### config.mk
export PLATFORM = sky130hd
export DESIGN_NAME = elevator_motion_ctrl_flat
export DESIGN_NICKNAME = d
export VERILOG_FILES = /design/src/rtl/elevator_motion_ctrl_if.sv /design/src/rtl/elevator_motion_ctrl.sv /design/src/flat_wrapper.sv
export SDC_FILE = /design/constraint.sdc
export NUM_CORES = 1
export LEC_CHECK = 0
export CORE_MARGIN = 4
export CORE_UTILIZATION = 52
export DETAILED_ROUTE_END_ITERATION = 8
export PLACE_DENSITY = 0.88
export SYNTH_ARGS = -nofsm -noshare
export SYNTH_HDL_FRONTEND = slang
export SYNTH_SLANG_ARGS = --single-unit
### constraint.sdc
create_clock -name clk -period 5.06 [get_ports clk]
set_input_delay 1.012 -clock clk [delete_from_list [all_inputs] [get_ports clk]]
set_output_delay 1.012 -clock clk [all_outputs]
set_load 0.02 [all_outputs]
### src/rtl/elevator_motion_ctrl_if.sv
// Floor-motion controller bus: request handshake, comparator hookup and car outputs.
// The slave modport is the controller's view; master is the requester/comparator/plant side.
interface elevator_motion_ctrl_if #(
  parameter int FLOOR_W = 2
);
  logic               req_valid;
  logic [FLOOR_W-1:0] req_floor;
  logic               req_ready;
  logic               equal;
  logic               lower;
  logic               greater;
  logic [FLOOR_W-1:0] current_floor;
  logic [FLOOR_W-1:0] target_floor;
  logic               motor_up;
  logic               motor_down;
  logic               door_open;
  logic               busy;
  logic               cmp_err;
  logic               door_block;

  modport slave (
    input  req_valid, req_floor, equal, lower, greater, door_block,
    output req_ready, current_floor, target_floor, motor_up, motor_down,
           door_open, busy, cmp_err
  );

  modport master (
    output req_valid, req_floor, equal, lower, greater, door_block,
    input  req_ready, current_floor, target_floor, motor_up, motor_down,
           door_open, busy, cmp_err
  );
endinterface

### src/rtl/elevator_motion_ctrl.sv
// Timed Moore FSM driving the car between floors from the external comparator's result.
// Optional door-obstruction reopen is enabled by defining ELEVATOR_DOOR_REOPEN_EN.
module elevator_motion_ctrl #(
  parameter int FLOOR_W     = 2,
  parameter int FLOOR_TICKS = 50,
  parameter int DOOR_TICKS  = 100,
  parameter int CNT_W       = 8
) (
  input  logic                  clk,
  input  logic                  rst_n,
  elevator_motion_ctrl_if.slave bus
);

  typedef enum logic [2:0] {
    S_IDLE      = 3'd0,
    S_EVAL      = 3'd1,
    S_MOVE_UP   = 3'd2,
    S_MOVE_DOWN = 3'd3,
    S_DOOR      = 3'd4
  } state_t;

  localparam logic [CNT_W-1:0]   FLOOR_LAST = CNT_W'(FLOOR_TICKS - 1);
  localparam logic [CNT_W-1:0]   DOOR_LAST  = CNT_W'(DOOR_TICKS - 1);
  localparam logic [FLOOR_W-1:0] TOP_FLOOR  = {FLOOR_W{1'b1}};

  state_t             r_state, w_state_nxt;
  logic [CNT_W-1:0]   r_timer, w_timer_nxt;
  logic [FLOOR_W-1:0] r_floor, w_floor_nxt;
  logic [FLOOR_W-1:0] r_target, w_target_nxt;
  logic               r_err, w_err_nxt;
  logic [CNT_W-1:0]   w_door_tick;

`ifdef ELEVATOR_DOOR_REOPEN_EN
  // An obstructed cycle counts as the first open tick, so the door holds DOOR_TICKS past it.
  assign w_door_tick = bus.door_block ? '0 : r_timer;
`else
  logic w_unused_door_block;
  assign w_unused_door_block = bus.door_block;
  assign w_door_tick         = r_timer;
`endif

  always_ff @(posedge clk or negedge rst_n) begin
    if (!rst_n) begin
      r_state  <= S_IDLE;
      r_timer  <= '0;
      r_floor  <= '0;
      r_target <= '0;
      r_err    <= 1'b0;
    end else begin
      r_state  <= w_state_nxt;
      r_timer  <= w_timer_nxt;
      r_floor  <= w_floor_nxt;
      r_target <= w_target_nxt;
      r_err    <= w_err_nxt;
    end
  end

  always_comb begin
    w_state_nxt  = r_state;
    w_timer_nxt  = r_timer + CNT_W'(1);
    w_floor_nxt  = r_floor;
    w_target_nxt = r_target;
    w_err_nxt    = r_err;
    case (r_state)
      S_IDLE: begin
        w_timer_nxt = '0;
        if (bus.req_valid) begin
          w_target_nxt = bus.req_floor;
          w_state_nxt  = S_EVAL;
        end
      end
      S_EVAL: begin
        w_timer_nxt = '0;
        case ({bus.equal, bus.lower, bus.greater})
          3'b100:  w_state_nxt = S_DOOR;
          3'b010:  w_state_nxt = S_MOVE_UP;
          3'b001:  w_state_nxt = S_MOVE_DOWN;
          default: begin
            w_err_nxt   = 1'b1;
            w_state_nxt = S_IDLE;
          end
        endcase
      end
      S_MOVE_UP: begin
        if (r_timer == FLOOR_LAST) begin
          w_timer_nxt = '0;
          w_state_nxt = S_EVAL;
          // Saturate at the top rather than wrap; reaching here means the comparator lied.
          if (r_floor == TOP_FLOOR) w_err_nxt = 1'b1;
          else                      w_floor_nxt = r_floor + FLOOR_W'(1);
        end
      end
      S_MOVE_DOWN: begin
        if (r_timer == FLOOR_LAST) begin
          w_timer_nxt = '0;
          w_state_nxt = S_EVAL;
          if (r_floor == '0) w_err_nxt = 1'b1;
          else               w_floor_nxt = r_floor - FLOOR_W'(1);
        end
      end
      S_DOOR: begin
        if (w_door_tick == DOOR_LAST) begin
          w_timer_nxt = '0;
          w_state_nxt = S_IDLE;
        end else begin
          w_timer_nxt = w_door_tick + CNT_W'(1);
        end
      end
      default: begin
        w_timer_nxt = '0;
        w_state_nxt = S_IDLE;
      end
    endcase
  end

  always_comb begin
    bus.req_ready     = 1'b0;
    bus.busy          = 1'b1;
    bus.motor_up      = 1'b0;
    bus.motor_down    = 1'b0;
    bus.door_open     = 1'b0;
    bus.current_floor = r_floor;
    bus.target_floor  = r_target;
    bus.cmp_err       = r_err;
    case (r_state)
      S_IDLE: begin
        bus.req_ready = 1'b1;
        bus.busy      = 1'b0;
      end
      S_MOVE_UP:   bus.motor_up   = 1'b1;
      S_MOVE_DOWN: bus.motor_down = 1'b1;
      S_DOOR:      bus.door_open  = 1'b1;
      default:     bus.busy       = 1'b1;
    endcase
  end

endmodule

### src/flat_wrapper.sv
// flat-port wrapper written by rule: the top's interface ports become plain ports
module elevator_motion_ctrl_flat 
#(
  parameter int FLOOR_W     = 2,
  parameter int FLOOR_TICKS = 50,
  parameter int DOOR_TICKS  = 100,
  parameter int CNT_W       = 8
)
  (clk, rst_n, bus_req_valid, bus_req_floor, bus_equal, bus_lower, bus_greater, bus_door_block, bus_req_ready, bus_current_floor, bus_target_floor, bus_motor_up, bus_motor_down, bus_door_open, bus_busy, bus_cmp_err);
  elevator_motion_ctrl_if #(.FLOOR_W(FLOOR_W)) bus_i ();
  input  logic clk;
  input  logic rst_n;
  input wire logic [$bits(bus_i.req_valid)-1:0] bus_req_valid;
  input wire logic [$bits(bus_i.req_floor)-1:0] bus_req_floor;
  input wire logic [$bits(bus_i.equal)-1:0] bus_equal;
  input wire logic [$bits(bus_i.lower)-1:0] bus_lower;
  input wire logic [$bits(bus_i.greater)-1:0] bus_greater;
  input wire logic [$bits(bus_i.door_block)-1:0] bus_door_block;
  output wire logic [$bits(bus_i.req_ready)-1:0] bus_req_ready;
  output wire logic [$bits(bus_i.current_floor)-1:0] bus_current_floor;
  output wire logic [$bits(bus_i.target_floor)-1:0] bus_target_floor;
  output wire logic [$bits(bus_i.motor_up)-1:0] bus_motor_up;
  output wire logic [$bits(bus_i.motor_down)-1:0] bus_motor_down;
  output wire logic [$bits(bus_i.door_open)-1:0] bus_door_open;
  output wire logic [$bits(bus_i.busy)-1:0] bus_busy;
  output wire logic [$bits(bus_i.cmp_err)-1:0] bus_cmp_err;
  assign bus_i.req_valid = bus_req_valid;
  assign bus_i.req_floor = bus_req_floor;
  assign bus_i.equal = bus_equal;
  assign bus_i.lower = bus_lower;
  assign bus_i.greater = bus_greater;
  assign bus_i.door_block = bus_door_block;
  assign bus_req_ready = bus_i.req_ready;
  assign bus_current_floor = bus_i.current_floor;
  assign bus_target_floor = bus_i.target_floor;
  assign bus_motor_up = bus_i.motor_up;
  assign bus_motor_down = bus_i.motor_down;
  assign bus_door_open = bus_i.door_open;
  assign bus_busy = bus_i.busy;
  assign bus_cmp_err = bus_i.cmp_err;
  elevator_motion_ctrl #(.FLOOR_W(FLOOR_W), .FLOOR_TICKS(FLOOR_TICKS), .DOOR_TICKS(DOOR_TICKS), .CNT_W(CNT_W)) u_core (.clk(clk), .rst_n(rst_n), .bus(bus_i));
endmodule
---- Yosys cells after proc, flatten, opt, wreduce, memory -nomap -nowiden ----
Index checks and enable logic that the tools add are counted.
W data, S select, Z words.
storage, ports and cells
  logic and storage cells ................. 62
  output and inout bits ................... 10
  bits of input ports ..................... 9
  register bits ........................... 16
cells by class
  $add $sub $neg .......................... 3
  equal/unequal tests ..................... 20
  reductions and logical operators ........ 10
  multiplexer cells ....................... 24
operators with widths
  kind                   count
  $mux W8                2
  $pmux W8 S2            1
  $ne A2 B1 Y1 const B   6
  $pmux W3 S4            1
  $mux W1                10
  $eq A3 B2 Y1 const B   3
  $mux W3                3
  $pmux W3 S3            1
  $add A8 B1 Y8 const B  1
  $eq A8 B6 Y1 const B   1
  $eq A8 B7 Y1 const B   1
  $mux W2                4
  $ne A2 B2 Y1 const B   4
  $eq A3 B1 Y1 const B   2
  $eq A3 B3 Y1 const B   2
  $reduce_and A6 Y1      1
  $reduce_and A5 Y1      1
  $pmux W2 S2            1
  $logic_not A3 Y1       1
  $pmux W1 S3            1
  $reduce_and A3 Y1      1
  $reduce_bool A3 Y1     1
  $reduce_or A3 Y1       1
  $add A2 B1 Y2 const B  1
  other kinds (6)        6

---- Depth between registers and ports, before layout ----
Gate-level depths: netlist (run 1).
  word-level depth ........................ 4
  mapped depth ............................ 5
  mapped depth without buffers ............ 5

---- Worst setup path before layout (run 1) ----
No wires, ideal clock.
  kind .................................... register to output
  from .................................... register u_core.r_state[0]
  to ...................................... output bus_door_open
  setup slack ............................. 2793 ps
  stages on the path, launching flop included .. 3
  arrival time ............................ 1255 ps
  buffers on the path ..................... 1
  data required time ...................... 4048 ps
  path through ............................ dfrtp_1 > clkbuf_1 > nor3b_1
on the way
  longest elaborated chain between the ends .. 2
RTL lines
  what                    RTL line                     RTL
  start, declared         elevator_motion_ctrl.sv:26   state_t r_state, w_state_nxt;
  start signal, assigned  elevator_motion_ctrl.sv:50   r_state <= w_state_nxt;
  $eq A3 B3 Y1            elevator_motion_ctrl.sv:125  case (r_state)
  $mux W1                 elevator_motion_ctrl.sv:125
  end, declared           flat_wrapper.sv:24           output wire logic [$bits(bus_i.door_open)-1:0] bus_door_open;
Every way passes these cells.

---- Worst setup path after layout (run 1) ----
Same ends and word-level chain as after synthesis.

==> results of run 1 <==
-- layout by cell type, fill, tap and decap left out, drive strengths merged, types with 3 or more instances in the layout --
| cell | count |
|---|---|
| clkbuf | 4 |
| a22oi | 3 |
| clkdlybuf4s50 | 17 |
| nand2 | 7 |
| inv | 3 |
| nor2b | 3 |
| ha | 3 |
| o21ai | 4 |
| xor2 | 3 |
| or3 | 4 |
| a21oi | 6 |
| nand3 | 3 |
| nor2 | 4 |
| dfrtp | 16 |
-- stage by stage --
stage | area, um^2 | hold WS [ns]
after floorplan | 890 | 0.477
after global placement | 1070 | 0.461
after detailed placement | 1070 | 0.458
after CTS | 1110 | 0.485
after global routing | 1110 | 0.523
final | 1110 | 0.490
-- worst max path at each step --
stage	start	to	slack (ns)	cells past startpoint
CTS	u_core.r_state[0]	bus_door_open	2.06	2
finish	u_core.r_state[0]	bus_door_open	2.05	2
detailed placement	u_core.r_state[0]	bus_door_open	2.40	2
global route	u_core.r_state[0]	bus_door_open	1.95	2
floorplan	u_core.r_state[0]	bus_door_open	2.79	2
global placement	u_core.r_state[0]	bus_door_open	2.39	2
-- layout make-up --
type	count	area share
Sequential cell	16	0.362
Tap cell	16	0.0181
Timing Repair Buffer	17	0.154
Multi-Input combinational cell	66	0.424
Clock buffer	4	0.0328
Inverter	3	0.0102
-- registers in the layout (all words and copies together) (netlist names) --
name and count:
u_core.bus.target_floor 2, u_core.bus.current_floor 2, u_core.r_timer 8, u_core.bus.cmp_err 1
u_core.r_state 3
-- synth_stat cells (2+ instances only) --
library cell	number	area, um^2
a211oi_1	2	15.0
nor2b_1	3	18.8
ha_1	3	37.5
a41o_1	2	20.0
a31oi_1	2	12.5
a21oi_1	6	30.0
nand2_1	7	26.3
mux2_2	2	22.5
xor2_1	3	26.3
nand2b_1	2	12.5
nor2_1	4	15.0
inv_1	3	11.3
or3_1	4	25.0
dfrtp_1	16	400
nand3_1	3	15.0
a22oi_1	3	22.5
nor3b_1	2	15.0
o21ai_0	3	15.0
-- power by group --
part / total [uW] / switching [uW] / internal [uW]
combinational: 220 / 120 / 100
clock: 84.9 / 41.1 / 43.8
sequential: 194 / 37.7 / 156
total: 498 / 199 / 300
-- layer usage --
metal / share of wire / global-route usage / vias up / wire length [um]
li1: - / - / 368 / -
met1: 0.44 / 0.238 / 371 / 840
met2: 0.49 / 0.257 / 30 / 930
met3: 0.050 / 0.0398 / 8 / 96
met4: 0.020 / 0.0711 / 0 / 39
met5: 0 / 0 / - / 0
-- logic make-up (layout without fill, tap and decap cells) --
logic type                 count (synthesis)  after routing  share of synthesized area
muxes                                      2              2                     0.0253
adders and majority gates                  3              3                     0.0422
AOI/OAI and AO/OA                         25             25                      0.219
buffers and inverters                      5             24                     0.0225
xor gates and xnor gates                   4              4                     0.0394
and+or+nand+nor                           32             32                      0.201
DFF                                       16             16                      0.450
==> run_results.csv, run 1 <==
group,metric,value,unit
drt,vias_per_cell,6.37,
floorplan,pin_count,19,
worst_setup_path,reg2reg_from,"u_core.r_timer[2]",
worst_setup_path,cp_max_fo,11,
clock_network,cts_made_buffers,3,
power,leakagePower,0.000445,uW
hold_path,worstHoldPathCells,1,
synth,ys_async_sr_fraction,1.00,
floorplan,start_util,0.571,
sta,drv_slew,0,
drt,vias,777,
power,power,498,uW
worst_setup_path,cp_slowest_cell,"clkdlybuf4s50_1",
drt,drt-total-wl,1910,um
synth,ys_ff_latch,16,
sta,clock.fmax,333,MHz
clock_network,clkTransAtPathRegs,0.10,ns
hold_path,worst_hold_startpoint,"u_core.bus.cmp_err",
worst_setup_path,worstPathRequired,4.05,ns
drt,first_pass_iters,4,
sta,relSlewSlack,0.512,
clock_network,ctsHoldBuffers,0,
grt,grt_antenna_before_repair,0,
worst_setup_path,arrival,2.00,ns
grt,grt_first_pass_wirelength,3290,um
grt,grt_max_degree,17,
sta,finClkSkew,0.00720,ns
synth,synth_nets,99,
worst_setup_path,path_class,"flop to output port",
drt,route.detailed.drc,0,
worst_setup_path,max_stage_delay,0.71,ns
synth,ys_seq_area_frac,0.450,
drt,drt-initial-drc-count,25,
sta,tns,0,ns
worst_setup_path,r2r_slack,3.20,ns
placed_design,dp.cells,118,
synth,synth-main-ff-cell,"dfrtp_1",
clock_network,cts_buffer_depth,2,
clock_network,cts.sinks,16,
cells_and_area,regArea,400,um^2
placed_design,dp.final_hpwl,1380,um
synth,avgSynthCellArea,10.2,um^2
worst_setup_path,cp-end-kind,"output port",
sta,rsz0062_at_grt,"no",
worst_setup_path,setup.worst_path.start_class,"flop",
cells_and_area,diodes,0,
cells_and_area,final_cell_count_no_fill,122,
clock_network,postCtsSetupBuffers,0,
placed_design,gp_congestion,0.817,
power,max-vdd-ir-drop,0.298,mV
worst_setup_path,reg2reg_depth,3,
drt,ant_nets,0,
sta,worstMarginPinSlew,0.730,ns
floorplan,coreArea,1560,um^2
power,p_per_area,450,nW/um^2
floorplan,dieArea,2440,um^2
synth,synth.distinct_cells,35,
hold_path,worst_hold_path_type,"flop to flop",
clock_network,cts_resized,0,
synth,syn_area,890,um^2
outcome,status,"completed",
sta,hold_viol_final,0,
cells_and_area,nets,119,
clock_network,cts_tree,"done",
flow_run,cap_viol_max_count,0,
sta,min_period,3.01,ns
placed_design,port_buffers,17,
sta,setup_viol,0,
cells_and_area,layout-drive-gt1-share,0.0755,
sta,worst_slack,2.05,ns
worst_setup_path,cp_num_buf_inv,1,
floorplan,rows,14,
hold_path,worstHoldEndpoint,"u_core.bus.cmp_err",
drt,wl_per_cell,15.6,um
clock_network,clkLatencyLatePin,0.29,ns
cells_and_area,n_fill_cell,122,
clock_network,cts_root_buf,"clkbuf_4",
grt,track_usage,0.172,
placed_design,dpl_worst_slack,2.40,ns
floorplan,fp.dieW,49.4,um
synth,synth_edf_count,0,
grt,gr-total-overflow,0,
cells_and_area,multi_input_area,469,um^2
synth,syn-instance-count,87,
cells_and_area,area_growth,24.5,%
sta,final.period_utilization,0.594,
floorplan,die_y,49.4,um
worst_setup_path,crit_family,"buffers and inverters",
worst_setup_path,crit_chain,"nor3b_1 > clkdlybuf4s50_1",
worst_setup_path,r2r-end,"u_core.r_timer[7]",
cells_and_area,fin_util,0.710,
grt,grt_pass1_vias,729,
clock_network,htreeDepth,1,
synth,ys_warn_count,0,
Power figures use the tool's default switching activity.
==> run 2, diff against run 1 <==
CORE_UTILIZATION = 44   (was 52)
PLACE_DENSITY = 0.8   (was 0.88)
clock period = 2.41 ns   (was 5.06 ns; I/O delays follow)
==> run 2 against run 1 <==
  * Clock skew is 0.0031 ns higher
  * Critical path depth is 1 higher
  * First-iteration DRC count shrank 64%
  * Non-clock buffer count up 2
  * Routed wire length down 0.42%
  * Clock power grew 110%
  * Critical path type unchanged
  * Sequential share of layout area shrank 0.92 points
==> run_results.csv, run 2 (synthesis gave the netlist of run 1 again) <==
group,metric,value,unit
worst_setup_path,crit_chain,"or3_1 > inv_1 > clkdlybuf4s50_1",
cells_and_area,fin_util,0.585,
placed_design,gp_congestion,0.822,
worst_setup_path,arrival,1.85,ns
clock_network,clkTransAtPathRegs,0.10,ns
power,p_int,642,uW
flow_run,cap_viol_max_count,0,
drt,route.detailed.drc,0,
clock_network,cts_buffer_depth,2,
clock_network,cts_resized,0,
clock_network,cts_tree,"done",
grt,grt_max_degree,17,
drt,ant_nets,0,
floorplan,dieArea,2810,um^2
power,p_switching,416,uW
placed_design,dp.final_hpwl,1470,um
sta,worstMarginPinSlew,0.729,ns
cells_and_area,layout-drive-gt1-share,0.0926,
hold_path,worst_hold_path_type,"flop to flop",
sta,final.period_utilization,0.968,
grt,track_usage,0.153,
worst_setup_path,cp_slowest_cell,"clkdlybuf4s50_1",
grt,grt_antenna_before_repair,0,
sta,min_period,2.33,ns
worst_setup_path,worstPathRequired,1.93,ns
placed_design,dpl_worst_slack,0.402,ns
worst_setup_path,path_class,"flop to output port",
floorplan,rows,16,
sta,drv_slew,0,
cells_and_area,diodes,0,
clock_network,cts_made_buffers,3,
worst_setup_path,crit_family,"buffers and inverters",
outcome,status,"completed",
drt,drt-total-wl,1900,um
cells_and_area,final_common_cell,"clkdlybuf4s50_1",
power,max-vdd-ir-drop,0.671,mV
grt,gr-total-overflow,0,
cells_and_area,nets,121,
clock_network,postCtsSetupBuffers,0,
sta,tns,0,ns
worst_setup_path,setup.worst_path.start_class,"flop",
cells_and_area,area_growth,27.7,%
floorplan,die_y,53.0,um
clock_network,ctsHoldBuffers,0,
placed_design,port_buffers,17,
grt,grt_first_pass_wirelength,3040,um
clock_network,cts_root_buf,"clkbuf_4",
worst_setup_path,startpoint,"u_core.r_state[0]",
drt,vias,749,
sta,clock.fmax,429,MHz
worst_setup_path,cp_max_fo,11,
power,clkPwrFrac,0.166,
cells_and_area,layout_common_cells,"17 x clkdlybuf4s50_1, 16 x dfrtp_1, 7 x nand2_1",
clock_network,clkLatencyLatePin,0.29,ns
drt,vias_per_cell,5.55,
drt,first_pass_iters,4,
sta,rsz0062_at_grt,"no",
cells_and_area,regMostFlops,"u_core.r_timer",
drt,drt-initial-drc-count,9,
floorplan,coreArea,1940,um^2
clock_network,cts.sinks,16,
drt,wl_per_cell,14.1,um
floorplan,fp.dieW,53.0,um
floorplan,start_util,0.458,
floorplan,pin_count,19,
sta,worst_slack,0.0770,ns
hold_path,worst_hold_startpoint,"u_core.bus.cmp_err",
cells_and_area,reg_top3,"u_core.r_timer (8), u_core.r_state (3)",
sta,hold_viol_final,0,
worst_setup_path,cp_num_buf_inv,2,
worst_setup_path,cp-end-kind,"output port",
sta,relSlewSlack,0.512,
power,leakagePower,0.000455,uW
power,p_per_area,931,nW/um^2
sta,setup_viol,0,
worst_setup_path,max_stage_delay,0.61,ns
power,pwr-share-seq,0.385,
grt,grt_pass1_vias,696,
worst_setup_path,reg2reg_from,"u_core.r_timer[2]",
sta,finClkSkew,0.0103,ns
power,netSwitchingFraction,0.393,
clock_network,htreeDepth,1,
cells_and_area,largest_register_ffs,8,
power,combPwrFrac,0.450,
[run 2: path summary, 6_finish.rpt]
kind	endpoint	slack (ns)	cells after the start
max	bus_req_ready	0.08	3
min	u_core.bus.cmp_err	0.47	1
max reg2reg	u_core.r_timer[6]	0.58	3
max in group asynchronous	u_core.r_timer[5]	1.32	1
min in group asynchronous	u_core.r_state[0]	0.62	1
min reg2reg	u_core.bus.cmp_err	0.47	1
[run 2: cell type report]
class	instances	area [um^2]
Fill cell	169	806
Tap cell	27	33.8
Multi-Input combinational cell	66	469
Inverter	3	11.3
Timing Repair Buffer	19	185
Sequential cell	16	400
Clock buffer	4	36.3
[run 2: per-stage QoR]
stage,hold slack [ns],instances,total power [uW],instance area (um^2)
3_3_place_gp,0.462,131,873,1100
5_1_grt,0.513,135,1130,1140
4_1_cts,0.483,135,1070,1140
2_1_floorplan,0.186,87,690,890
3_5_place_dp,0.460,131,890,1100
6_report,0.474,135,1060,1140
[run 2: layer usage]
layer  routed length, um  GRT usage  vias up
li1                    -          -      370
met1                 862      0.184      363
met2                 932      0.250       11
met3                  70     0.0394        5
met4                  33     0.0766        0
met5                   0          0        -
[run 2: power groups by stage]
stage	registers (uW)	clock network [uW]	logic (uW)
after floorplan	401	0	290
after global placement	406	0	467
after detailed placement	411	0	480
after CTS	405	183	481
after global routing	417	194	523
final	407	175	476
==> run 3, diff against run 2 <==
GPL_TIMING_DRIVEN = 0   (was not set)
==> run 3 against run 2 <==
  * Die area did not move
  * Worst hold slack gained 0.0040 ns
  * First-iteration DRC count down 56%
  * Fmax rose by 1.6%
  * Non-clock buffer count did not move
  * Flip-flop and latch count unchanged
  * Largest cell class unchanged
==> run_results.csv, run 3 (synthesis gave the netlist of run 1 again) <==
group,metric,value,unit
grt,grt_antenna_before_repair,0,
cells_and_area,final_common_cell,"dfrtp_1",
cells_and_area,reg_top3,"u_core.r_timer (8), u_core.r_state (3)",
cells_and_area,diodes,0,
drt,wl_per_cell,14.1,um
placed_design,dp.final_hpwl,1450,um
drt,drt-total-wl,1900,um
hold_path,worst_hold_path_type,"flop to flop",
drt,drt-initial-drc-count,4,
floorplan,die_y,53.0,um
floorplan,start_util,0.458,
cells_and_area,nets,121,
sta,rsz0062_at_grt,"no",
sta,worst_slack,0.115,ns
sta,min_period,2.30,ns
placed_design,dpl_worst_slack,0.201,ns
sta,setup_viol,0,
cells_and_area,layout_common_cells,"16 x dfrtp_1, 15 x clkdlybuf4s50_1, 7 x nand2_1",
sta,finClkSkew,0.00124,ns
drt,ant_nets,0,
cells_and_area,largest_register_ffs,8,
worst_setup_path,reg2reg_depth,4,
grt,grt_first_pass_wirelength,3100,um
floorplan,rows,16,
cells_and_area,layout-drive-gt1-share,0.102,
worst_setup_path,arrival,1.81,ns
sta,clock.fmax,436,MHz
worst_setup_path,cp-end-kind,"output port",
drt,route.detailed.drc,0,
cells_and_area,regMostFlops,"u_core.r_timer",
sta,final.period_utilization,0.952,
clock_network,htreeDepth,1,
sta,worstMarginPinSlew,0.718,ns
worst_setup_path,cp_max_fo,8,
worst_setup_path,setup.worst_path.start_class,"flop",
clock_network,cts.sinks,16,
grt,grt_pass1_vias,701,
grt,track_usage,0.155,
placed_design,port_buffers,17,
clock_network,cts_tree,"done",
placed_design,dp.cells,131,
clock_network,clkLatencyLatePin,0.29,ns
power,p_per_area,929,nW/um^2
clock_network,cts_made_buffers,3,
power,max-vdd-ir-drop,0.711,mV
sta,drv_slew,0,
clock_network,cts_buffer_depth,2,
floorplan,pin_count,19,
clock_network,clkTransAtPathRegs,0.10,ns
drt,vias_per_cell,5.49,
placed_design,gp_congestion,0.829,
grt,grt_max_degree,17,
power,leakagePower,0.000486,uW
sta,relSlewSlack,0.520,
hold_path,worstHoldPathCells,1,
floorplan,coreArea,1940,um^2
cells_and_area,area_growth,28.4,%
cells_and_area,final_cell_count_no_fill,135,
floorplan,fp.dieW,53.0,um
outcome,status,"completed",
drt,vias,741,
worst_setup_path,worstPathRequired,1.93,ns
worst_setup_path,path_class,"flop to output port",
flow_run,cap_viol_max_count,0,
sta,tns,0,ns
drt,first_pass_iters,4,
floorplan,dieArea,2810,um^2
grt,gr-total-overflow,0,
clock_network,cts_root_buf,"clkbuf_4",
sta,hold_viol_final,0,
run 3: cell types whose count changed in the layout (fill, tap and decap cells not counted), sizes merged:
cell / before / now
clkdlybuf4s50: 17 / 15
dlymetal6s2s: 0 / 2
buf: 2 / 1
clkbuf: 4 / 5
run 3: layer usage:
| layer | vias to the layer above | GRT usage | share of wire |
|---|---|---|---|
| li1 | 376 | - | - |
| met1 | 352 | 0.196 | 0.48 |
| met2 | 9 | 0.248 | 0.47 |
| met3 | 4 | 0.0394 | 0.039 |
| met4 | 0 | 0.0638 | 0.0089 |
| met5 | - | 0 | 0 |
run 3: where the power goes:
part / total, uW / switching, uW / internal [uW]
registers: 387 / 59.8 / 327
logic: 495 / 276 / 219
clock network: 179 / 87.3 / 92.0
run 3: layout make-up:
cell class	count	area, um^2
sequential	16	400
clock buffer	4	36.3
multi-input combinational	66	477
inverter	3	11.3
tap	27	33.8
fill	163	800
buffer	2	8.76
timing repair buffer	17	175
run 3: timing repair:
| action | in CTS | in global routing |
|---|---|---|
| hold buffers | 0 | 0 |
| buffers inserted | 0 | 0 |
| resized for setup | 1 | 3 |
| hold endpoints to repair | 0 | 0 |
| gates cloned | 0 | 0 |
| endpoints found under the setup margin | 1 | 3 |
run 3: final timing paths:
check / from / to / slack (ns)
worst min-delay path: u_core.bus.cmp_err / u_core.bus.cmp_err / 0.48
max in group asynchronous: rst_n / u_core.bus.current_floor[1] / 1.35
worst max-delay path: u_core.r_state[1] / bus_motor_down / 0.11
min in group asynchronous: rst_n / u_core.r_state[0] / 0.61
worst max register to register: u_core.r_timer[2] / u_core.r_timer[7] / 0.56
worst min register to register: u_core.bus.cmp_err / u_core.bus.cmp_err / 0.48
run 3: metrics by stage:
step / hold WS [ns] / util / total power, uW / area [um^2]
floorplan: 0.186 / - / 690 / 890
global placement: 0.461 / 0.563 / 871 / 1090
detailed placement: 0.460 / 0.563 / 886 / 1090
CTS: 0.484 / 0.584 / 1070 / 1130
global route: 0.532 / 0.588 / 1140 / 1140
finish: 0.478 / 0.588 / 1060 / 1140
run 3: critical path: stages (launching register included):
cell,delay [ns]
dfrtp_1,0.48
nor2b_2,0.29
and2_1,0.16
clkdlybuf4s50_1,0.60
==> RTL edit (config.mk and constraints of run 3) <==
Encoding of `state_t`: now one-hot (5 bits for 5 states).
--- a/src/rtl/elevator_motion_ctrl.sv
+++ b/src/rtl/elevator_motion_ctrl.sv
@@ -12,10 +12,10 @@
 );
 
-  typedef enum logic [2:0] {
-    S_IDLE      = 3'd0,
-    S_EVAL      = 3'd1,
-    S_MOVE_UP   = 3'd2,
-    S_MOVE_DOWN = 3'd3,
-    S_DOOR      = 3'd4
+  typedef enum logic [4:0] {
+    S_IDLE      = 5'b00001,
+    S_EVAL      = 5'b00010,
+    S_MOVE_UP   = 5'b00100,
+    S_MOVE_DOWN = 5'b01000,
+    S_DOOR      = 5'b10000
   } state_t;
 
Formal check against the unedited RTL: no difference found for any inputs over 10 cycles, from zero or initial values and one cycle with rst_n low; not proved beyond that.
==> RTL edit against run 3 <==
Setup slack better by 0.099 ns. Area after synthesis is 12% higher. Wire length rose by 7.1%. Combinational power fell by 47%. Total power is 23% lower. Final area up 8.7%. Sequential cell count up 2. Register-to-register slack better by 0.19 ns. Critical endpoint is now bus_req_ready. Largest power group is now registers.
==> RTL edit: results (changes against run 3) <==
STA:
- The clock skew after layout is 0.00115 ns (was 0.00124 ns).
- The final critical path time including I/O delays and setup came to 2.20 ns (was 2.30 ns).
- The actual slew at the worst max-slew pin is 0.820 ns (was 0.718 ns).

Yosys:
- Cell types occupying the most area after synthesis: sky130_fd_sc_hd__dfrtp_1, sky130_fd_sc_hd__xor2_1, sky130_fd_sc_hd__nor2_1 (was sky130_fd_sc_hd__dfrtp_1, sky130_fd_sc_hd__ha_1, sky130_fd_sc_hd__a21oi_1).
- The count of distinct cell types in the synthesized netlist is 37 (was 35).
- The number of nets in the synthesized netlist is 109 (was 99).
- The sequential area share after synthesis came to 45.2% (was 45.0%).
- List of most frequent post-synthesis cells: sky130_fd_sc_hd__dfrtp_1, sky130_fd_sc_hd__nor2_1, sky130_fd_sc_hd__nand2_1, sky130_fd_sc_hd__inv_1, sky130_fd_sc_hd__xor2_1 (was sky130_fd_sc_hd__dfrtp_1, sky130_fd_sc_hd__nand2_1, sky130_fd_sc_hd__a21oi_1, sky130_fd_sc_hd__nor2_1, sky130_fd_sc_hd__or3_1).

Worst setup path:
- The worst-path maximum fanout came to 9 (was 8).
- The destination of the critical timing path is bus_req_ready (was bus_motor_down).
- The endpoint of the lowest-slack register-to-register path is u_core.r_state[2]$_DFFE_PN0P_ (was u_core.r_timer[7]$_DFF_PN0_).
- The number of cells on the worst reg-to-reg path is 5 (was 4).
- The beginning of the worst register-to-register path is u_core.r_timer[3]$_DFF_PN0_ (was u_core.r_timer[2]$_DFF_PN0_).
- The arrival time reported for the critical path endpoint is 1.71 ns (was 1.81 ns).
- The start point of the critical path is u_core.r_state[3]$_DFFE_PN0P_ (was u_core.r_state[1]$_DFFE_PN0P_).

Placed design:
- The minimum setup slack after placement is 0.184 ns (was 0.201 ns).
- The post-DP HPWL is 1.51 mm (was 1.45 mm).

Power and ir drop:
- The maximum ir drop on the vdd rail was 0.000593 V (was 0.000711 V).
- The leakage power came to 0.522 nW (was 0.486 nW).

Clock tree:
- The total of cells resized after clock tree synthesis is 4 (was 1).

Global route:
- The overall global routing resource usage is 13.9% (was 15.5%).
- The global-route wire length before repair came to 3.51 mm (was 3.10 mm).
- The pin count of the biggest net entering global routing came to 19 (was 17).

Layout:
- The fraction of final layout cells sized beyond drive strength 1 was 16.0% (was 10.2%).

Outcome:
- Status: finished, final reports clean (unchanged).

Drt:
- The met2 routed wirelength came to 1.01 mm (was 899 um).
- The final routed wire length divided by cell count was 14.0 um (was 14.1 um).
- The routed metal-1 wirelength is 910 um (was 911 um).
## RTL edit: cell families (layout without fill, tap and decap cells)
| kind of cell | Yosys count | count (layout) | share of synthesized area [%] |
|---|---|---|---|
| xor gates and xnor gates | 8 | 8 | 7.01 |
| AOI/OAI and AO/OA | 18 | 18 | 14.4 |
| muxes | 2 | 2 | 2.25 |
| and+or+nand+nor | 41 | 41 | 23.7 |
| buffers and inverters | 9 | 30 | 5.01 |
| adders and majority gates | 2 | 2 | 2.50 |
| DFF | 18 | 18 | 45.2 |
## RTL edit: layout make-up
class,instances,area [sq um]
Tap cell,27,33.8
Timing Repair Buffer,17,166
Fill cell,180,821
Buffer,3,27.5
Multi-Input combinational cell,71,503
Clock buffer,4,36.3
Inverter,6,22.5
Sequential cell,18,452
## RTL edit: worst max-delay path: stages (launching register included)
cell and delay (ns):
sky130_fd_sc_hd__dfrtp_1 0.37, sky130_fd_sc_hd__buf_2 0.18, sky130_fd_sc_hd__nor2_1 0.10, sky130_fd_sc_hd__nand3_1 0.10, sky130_fd_sc_hd__inv_1 0.08, sky130_fd_sc_hd__clkdlybuf4s50_1 0.60
## RTL edit: power by group
| part | internal (mW) | switching [mW] |
|---|---|---|
| Clock | 0.0921 | 0.0944 |
| Combinational | 0.128 | 0.132 |
| Sequential | 0.341 | 0.0286 |
| Total | 0.561 | 0.255 |
## RTL edit: metrics by stage
stage	util [%]	std cells	total power, mW	instance area, sq um
global placement	58.4	142	0.627	1200
finish	60.2	146	0.816	1240
global route	60.2	146	0.865	1240
detailed placement	58.4	142	0.633	1200
CTS	60.2	146	0.824	1240
floorplan	-	98	0.513	1000
## RTL edit: per-layer routing
layer	vias to the layer above	GRT usage (%)
li1	395	-
met1	382	16.3
met2	16	24.3
met3	4	4.87
met4	0	3.13
met5	-	0
